$ cat config.mk
export PLATFORM = sky130hd
export DESIGN_NAME = sargantana_itag_cmp_plru
export DESIGN_NICKNAME = d
export VERILOG_FILES = /design/src/rtl/sargantana_icache_pkg.sv /design/src/rtl/sargantana_plru_tree.sv /design/src/rtl/sargantana_itag_cmp_plru.sv
export SDC_FILE = /design/constraint.sdc
export NUM_CORES = 1
export LEC_CHECK = 0
export ABC_AREA = 1
export ABC_CLOCK_PERIOD_IN_PS = 3550
export CAP_MARGIN = 20
export CORE_ASPECT_RATIO = 0.9
export CORE_UTILIZATION = 30
export DETAILED_ROUTE_END_ITERATION = 12
export PLACE_DENSITY = 0.49
export SYNTH_ARGS = -nofsm -noshare
export SYNTH_HDL_FRONTEND = slang
export SYNTH_SLANG_ARGS = --single-unit
$ cat constraint.sdc
create_clock -name clk_i -period 3.55 [get_ports clk_i]
set_clock_uncertainty 0.1 [all_clocks]
set_input_delay 0.355 -clock clk_i [delete_from_list [all_inputs] [get_ports clk_i]]
set_output_delay 0.355 -clock clk_i [all_outputs]
set_load 0.1 [all_outputs]
$ cat src/rtl/sargantana_icache_pkg.sv
// Shared icache constants and way/PLRU types for the tag compare and replacement logic.
// Latency: n/a (types and constants only).
// Backpressure: n/a.
package sargantana_icache_pkg;

  localparam int ICACHE_N_WAY   = 4;
  localparam int TAG_DEPTH      = 64;
  localparam int TAG_WIDHT      = 20;
  localparam int TAG_ADDR_WIDHT = $clog2(TAG_DEPTH);
  localparam int PLRU_LVL       = $clog2(ICACHE_N_WAY);

  typedef logic [ICACHE_N_WAY-1:0] way_onehot_t;
  typedef logic [ICACHE_N_WAY-2:0] plru_bits_t;

  // True when exactly one bit is set.
  function automatic logic is_onehot(way_onehot_t w);
    return (w != '0) && ((w & (w - way_onehot_t'(1))) == '0);
  endfunction

endpackage

$ cat src/rtl/sargantana_plru_tree.sv
// Tree pseudo-LRU helper: victim of a state and the state after touching one way.
// Latency: purely combinational.
// Backpressure: none; no handshake.
module sargantana_plru_tree
  import sargantana_icache_pkg::*;
(
  input  plru_bits_t  state_i,
  input  way_onehot_t access_i,
  output way_onehot_t victim_o,
  output plru_bits_t  state_o
);

  // Walk from the root along the node bits down to the leaf they point at.
  always_comb begin
    int node;
    int leaf;
    node     = 0;
    leaf     = 0;
    victim_o = '0;
    for (int l = 0; l < PLRU_LVL; l++) begin
      leaf = 2 * leaf + int'(state_i[PLRU_LVL'(node)]);
      node = 2 * node + 1 + int'(state_i[PLRU_LVL'(node)]);
    end
    victim_o[PLRU_LVL'(leaf)] = 1'b1;
  end

  // Make every node on the path to the accessed way point to the other half.
  always_comb begin
    int   way;
    int   node;
    logic dir;
    way = 0;
    for (int w = ICACHE_N_WAY - 1; w >= 0; w--) begin
      if (access_i[w]) way = w;
    end
    state_o = state_i;
    node    = 0;
    for (int l = 0; l < PLRU_LVL; l++) begin
      dir = 1'(way >> (PLRU_LVL - 1 - l));
      state_o[PLRU_LVL'(node)] = ~dir;
      node = 2 * node + 1 + int'(dir);
    end
  end

endmodule

$ cat src/rtl/sargantana_itag_cmp_plru.sv
// Icache tag compare (hit / one-hot hit way / miss / multi-hit) with per-set tree PLRU victim pick.
// Latency: results 1 cycle after lookup_valid_i, combinational from the S1 tag read data.
// Backpressure: none; kill_i drops the S1 lookup, flush_i clears replacement state.
module sargantana_itag_cmp_plru
  import sargantana_icache_pkg::*;
(
  input  logic                                   clk_i,
  input  logic                                   rst_i,
  input  logic                                   lookup_valid_i,
  input  logic [TAG_ADDR_WIDHT-1:0]              lookup_idx_i,
  input  logic [TAG_WIDHT-1:0]                   ptag_i,
  input  logic [ICACHE_N_WAY-1:0][TAG_WIDHT-1:0] tag_way_i,
  input  logic [ICACHE_N_WAY-1:0]                vbit_i,
  input  logic                                   kill_i,
  input  logic                                   flush_i,
  input  logic                                   refill_done_i,
  input  logic [TAG_ADDR_WIDHT-1:0]              refill_idx_i,
  input  logic [ICACHE_N_WAY-1:0]                refill_way_i,
  output logic                                   hit_o,
  output logic                                   miss_o,
  output logic [ICACHE_N_WAY-1:0]                way_hit_o,
  output logic [ICACHE_N_WAY-1:0]                victim_way_o,
  output logic                                   multi_hit_o
);

  logic                      s1_valid_q;
  logic [TAG_ADDR_WIDHT-1:0] s1_idx_q;
  plru_bits_t                plru_q [TAG_DEPTH];
  plru_bits_t                plru_d [TAG_DEPTH];

  way_onehot_t match;
  way_onehot_t hit_way;
  way_onehot_t inv_way;
  way_onehot_t tree_victim;
  way_onehot_t rf_victim_unused;
  plru_bits_t  rf_next;
  plru_bits_t  hit_state;
  plru_bits_t  hit_next;
  logic        act;
  logic        rf_upd;
  logic        same_set;

  // Per-way tag compare against the physical tag.
  always_comb begin
    match = '0;
    for (int w = 0; w < ICACHE_N_WAY; w++) begin
      match[w] = vbit_i[w] & (tag_way_i[w] == ptag_i);
    end
  end

  assign act         = s1_valid_q & ~kill_i & ~flush_i;
  assign hit_o       = act & (|match);
  assign miss_o      = act & ~(|match);
  assign way_hit_o   = act ? match : '0;
  assign multi_hit_o = act & ((match & (match - way_onehot_t'(1))) != '0);

  // Lowest matching way drives the PLRU touch; lowest invalid way is the preferred victim.
  assign hit_way = match & (~match + way_onehot_t'(1));
  assign inv_way = ~vbit_i & (vbit_i + way_onehot_t'(1));

  assign victim_way_o = !miss_o    ? '0 :
                        (&vbit_i)  ? tree_victim : inv_way;

  // Malformed refill way masks leave the set untouched.
  assign rf_upd   = refill_done_i & is_onehot(refill_way_i);
  assign same_set = rf_upd & (refill_idx_i == s1_idx_q);

  // The hit tree sees the refilled state only when it actually updates, so a miss
  // always picks its victim from the stored state.
  assign hit_state = (same_set & hit_o) ? rf_next : plru_q[s1_idx_q];

  sargantana_plru_tree u_rf_tree (
    .state_i  (plru_q[refill_idx_i]),
    .access_i (refill_way_i),
    .victim_o (rf_victim_unused),
    .state_o  (rf_next)
  );

  sargantana_plru_tree u_hit_tree (
    .state_i  (hit_state),
    .access_i (hit_way),
    .victim_o (tree_victim),
    .state_o  (hit_next)
  );

  // Next PLRU array: flush wins, else refill then hit (hit last so it wins on a shared set).
  always_comb begin
    plru_d = plru_q;
    if (flush_i) begin
      plru_d = '{default: '0};
    end else begin
      if (rf_upd) plru_d[refill_idx_i] = rf_next;
      if (hit_o)  plru_d[s1_idx_q]     = hit_next;
    end
  end

  // S0->S1 lookup register and PLRU storage.
  always_ff @(posedge clk_i) begin
    if (rst_i) begin
      s1_valid_q <= 1'b0;
      s1_idx_q   <= '0;
      plru_q     <= '{default: '0};
    end else begin
      s1_valid_q <= lookup_valid_i & ~flush_i;
      s1_idx_q   <= lookup_idx_i;
      plru_q     <= plru_d;
    end
  end

endmodule

==> results.txt <==
async set-or-reset flop fraction in the synthesized netlist = 0
Comb power frac = 0.156
unrepaired setup endpoints after global routing = false
Antenna Nets Post-Route = 0
Sw Share = 0.2812
final net count = 2150
EDFF count, synth = 0
wire per inst = 18.54 µm
Synth Instances = 1902
Avg Synthesized Cell Area = 5.736 µm²
area share of the largest cell type after synthesis = 0.2821
Max Fclk = 295.0 MHz
Slew @ Worst Pin = 885.2 ps
Net Sw Power = 1.164 mW
clock slew at reported path FFs = 60 ps
placed inst area = 13020 µm²
drt first pass iters = 5
pwr dens = 302.5 nW/µm²
final hold vios = 0
antenna cells = 0
Chip Width = 203.0 µm
crit path capture type = output pin
largest area contributor in the netlist = nand2_1
clock share of power = 0.474
dpl ws = 69.96 ps
clock latency on the worst-skew pair = 460 ps
Hold WC Path Type = in2reg
first-pass GRT wire length = 70720 µm
most frequent cells after synthesis = nand2_1 (820), inv_1 (176), dfxtp_1 (135), nor2_1 (135), a21oi_1 (110)
CTS tree = built
Cell Int Power = 2.975 mW
Ys Warns = 0
final setup vio count = 0
initial core utilization = 0.3077
Layout Cells excl Fill = 2506
initial antenna violation count = 0
chip height = 182.9 µm
pins over their slew limit = 0
Worst setup SP type = flop
H-tree Lvls = 4
Tmin final = 3390 ps
LEAKAGE = 6.009 nW
crit share post-route = 0.9549
Syn Nets = 2028
number of clock sinks = 135
Final Util = 0.3858
Global Route Usage Sum = 0.2532
# rows = 65
peak supply drop = 0.2376 mV
DRC viols = 0
Worst Path Class, Setup = reg2out
Cells after DPL = 2474
status = finished clean
Most used DFF post-synth = dfxtp_1
number of CTS-inserted buffers = 17
PortBufs = 136
register area share after synthesis = 0.2477
Via Count = 12496
I/O pin count = 137
Worst slew margin = 0.4099
most common cell in the synthesized netlist = nand2_1
Area Overhead vs Synth = 25.38%
Synth Register Bits = 135
maxcap violations = 0
Total Power = 4.139 mW
routability-driven placement congestion ratio = 0.9798
worst path arrival time = 2930 ps
worst path required time = 3090 ps
largest net degree at the start of global routing = 80
top area cells in the synthesized netlist = nand2_1 (28%), dfxtp_1 (25%), inv_1 (6.1%)
CTS root buf = clkbuf_16
CTS Buffer Depth = 2
grt total ovfl = 0
Detailed Place HPWL = 33700 µm
mapped cell area = 10910 µm²
DR vias/cell = 4.986
register share of total power = 0.370
Die ar. = 37140 µm²
final WL = 46470 µm
post-route setup slack = 160.3 ps
layout cells sized above 1 = 0.1051
vias in the first global route = 11763
Yosys cell types = 41
DR iter-0 viols = 1199
final instance area = 13680 µm²
Post-CTS Setup Bufs = 0
critical path peak fanout = 13
core area = 35460 µm²
==> layer usage <==
metal / track usage / share of wire
met3: 0.03429 / 0.058
met4: 0.06917 / 0.021
met2: 0.3921 / 0.44
met1: 0.3644 / 0.48
met5: 0 / 0
==> per-stage QoR <==
| step | TNS, ps | hold slack (ps) |
|---|---|---|
| 6_report | 0 | 298.4 |
| 5_1_grt | 0 | 306.5 |
| 4_1_cts | 0 | 284.6 |
| 3_5_place_dp | 0 | 425.5 |
| 3_3_place_gp | 0 | 418.4 |
| 2_1_floorplan | -235.0 | 326.2 |
==> placed cells by master (no fill, tap or decap), drive strengths merged, types with 2 or more instances in the layout <==
cell type,count
clkinvlp,3
nor2,145
mux2,4
dlymetal6s2s,2
clkbuf,20
inv,212
xnor2,13
o211ai,39
o21ai,107
buf,68
dfxtp,135
mux2i,56
nand2,824
clkdlybuf4s50,122
nor3,25
a21oi,150
nand4,9
xor2,3
o21a,8
clkinv,11
bufinv,4
o22ai,2
nand3,69
==> worst max-delay path, cell delays in order (launching register included) <==
cell and delay [ps]:
dfxtp_1 430, buf_4 280, nor3_2 80, buf_4 210, nand2_1 80, nand2_1 60, nor2_1 90, nand2_1 70
nand2_1 90, nand4_1 180, nor2_1 210, nand2_1 110, a21oi_1 130, nand2_1 90, a21oi_2 170, buf_12 190
==> flip-flops by register name, summed over array words and instances, names as in the netlist <==
| signal | cells |
|---|---|
| s1_valid_q | 1 |
| s1_idx_q | 6 |
| plru_q | 128 |
==> path summary, 6_finish.rpt <==
path	from	to	slack, ps	cells past startpoint
setup / recovery	s1_idx_q[1]$_SDFF_PP0_	victim_way_o[1]	160	15
hold / removal	lookup_idx_i[0]	s1_idx_q[0]$_SDFF_PP0_	300	3
setup reg to reg	s1_idx_q[0]$_SDFF_PP0_	plru_q[43]$_SDFF_PP0_	800	13
hold reg to reg	plru_q[141]$_SDFF_PP0_	plru_q[141]$_SDFF_PP0_	430	2
==> logic make-up (layout without fill, tap and decap cells) <==
| logic type | after synthesis | count (layout) | synth area share |
|---|---|---|---|
| xor gates and xnor gates | 16 | 16 | 0.01284 |
| DFF | 135 | 135 | 0.2477 |
| muxes | 60 | 60 | 0.05550 |
| buffers and inverters | 307 | 442 | 0.1196 |
| and+or+nand+nor | 1074 | 1074 | 0.3961 |
| AOI/OAI and AO/OA | 310 | 310 | 0.1682 |
==> repair_timing <==
| action | 4_1_cts | 5_1_grt |
|---|---|---|
| endpoints found under the hold margin | 0 | 0 |
| setup endpoints to repair | 0 | 3 |
| hold buffers | 0 | 0 |
| resized for setup | 0 | 12 |
==> layout make-up <==
cell class                      instances  area (µm²)
Fill cell                            4010       21780
Timing Repair Buffer                  192        1933
Multi-Input combinational cell       1460        6999
Tap cell                              469       586.8
Sequential cell                       135        2708
Clock buffer                           20       456.7
Clock inverter                         12       175.2
Inverter                              218       820.8
==> power groups by stage <==
stage	sequential, mW	clock, mW	combinational (mW)
2_1_floorplan	1.56	0	0.297
5_1_grt	1.53	2.06	0.694
3_5_place_dp	1.56	0	0.637
6_report	1.53	1.96	0.648
4_1_cts	1.53	1.99	0.639
3_3_place_gp	1.56	0	0.641
No activity file was read; power rests on OpenSTA's default activity.
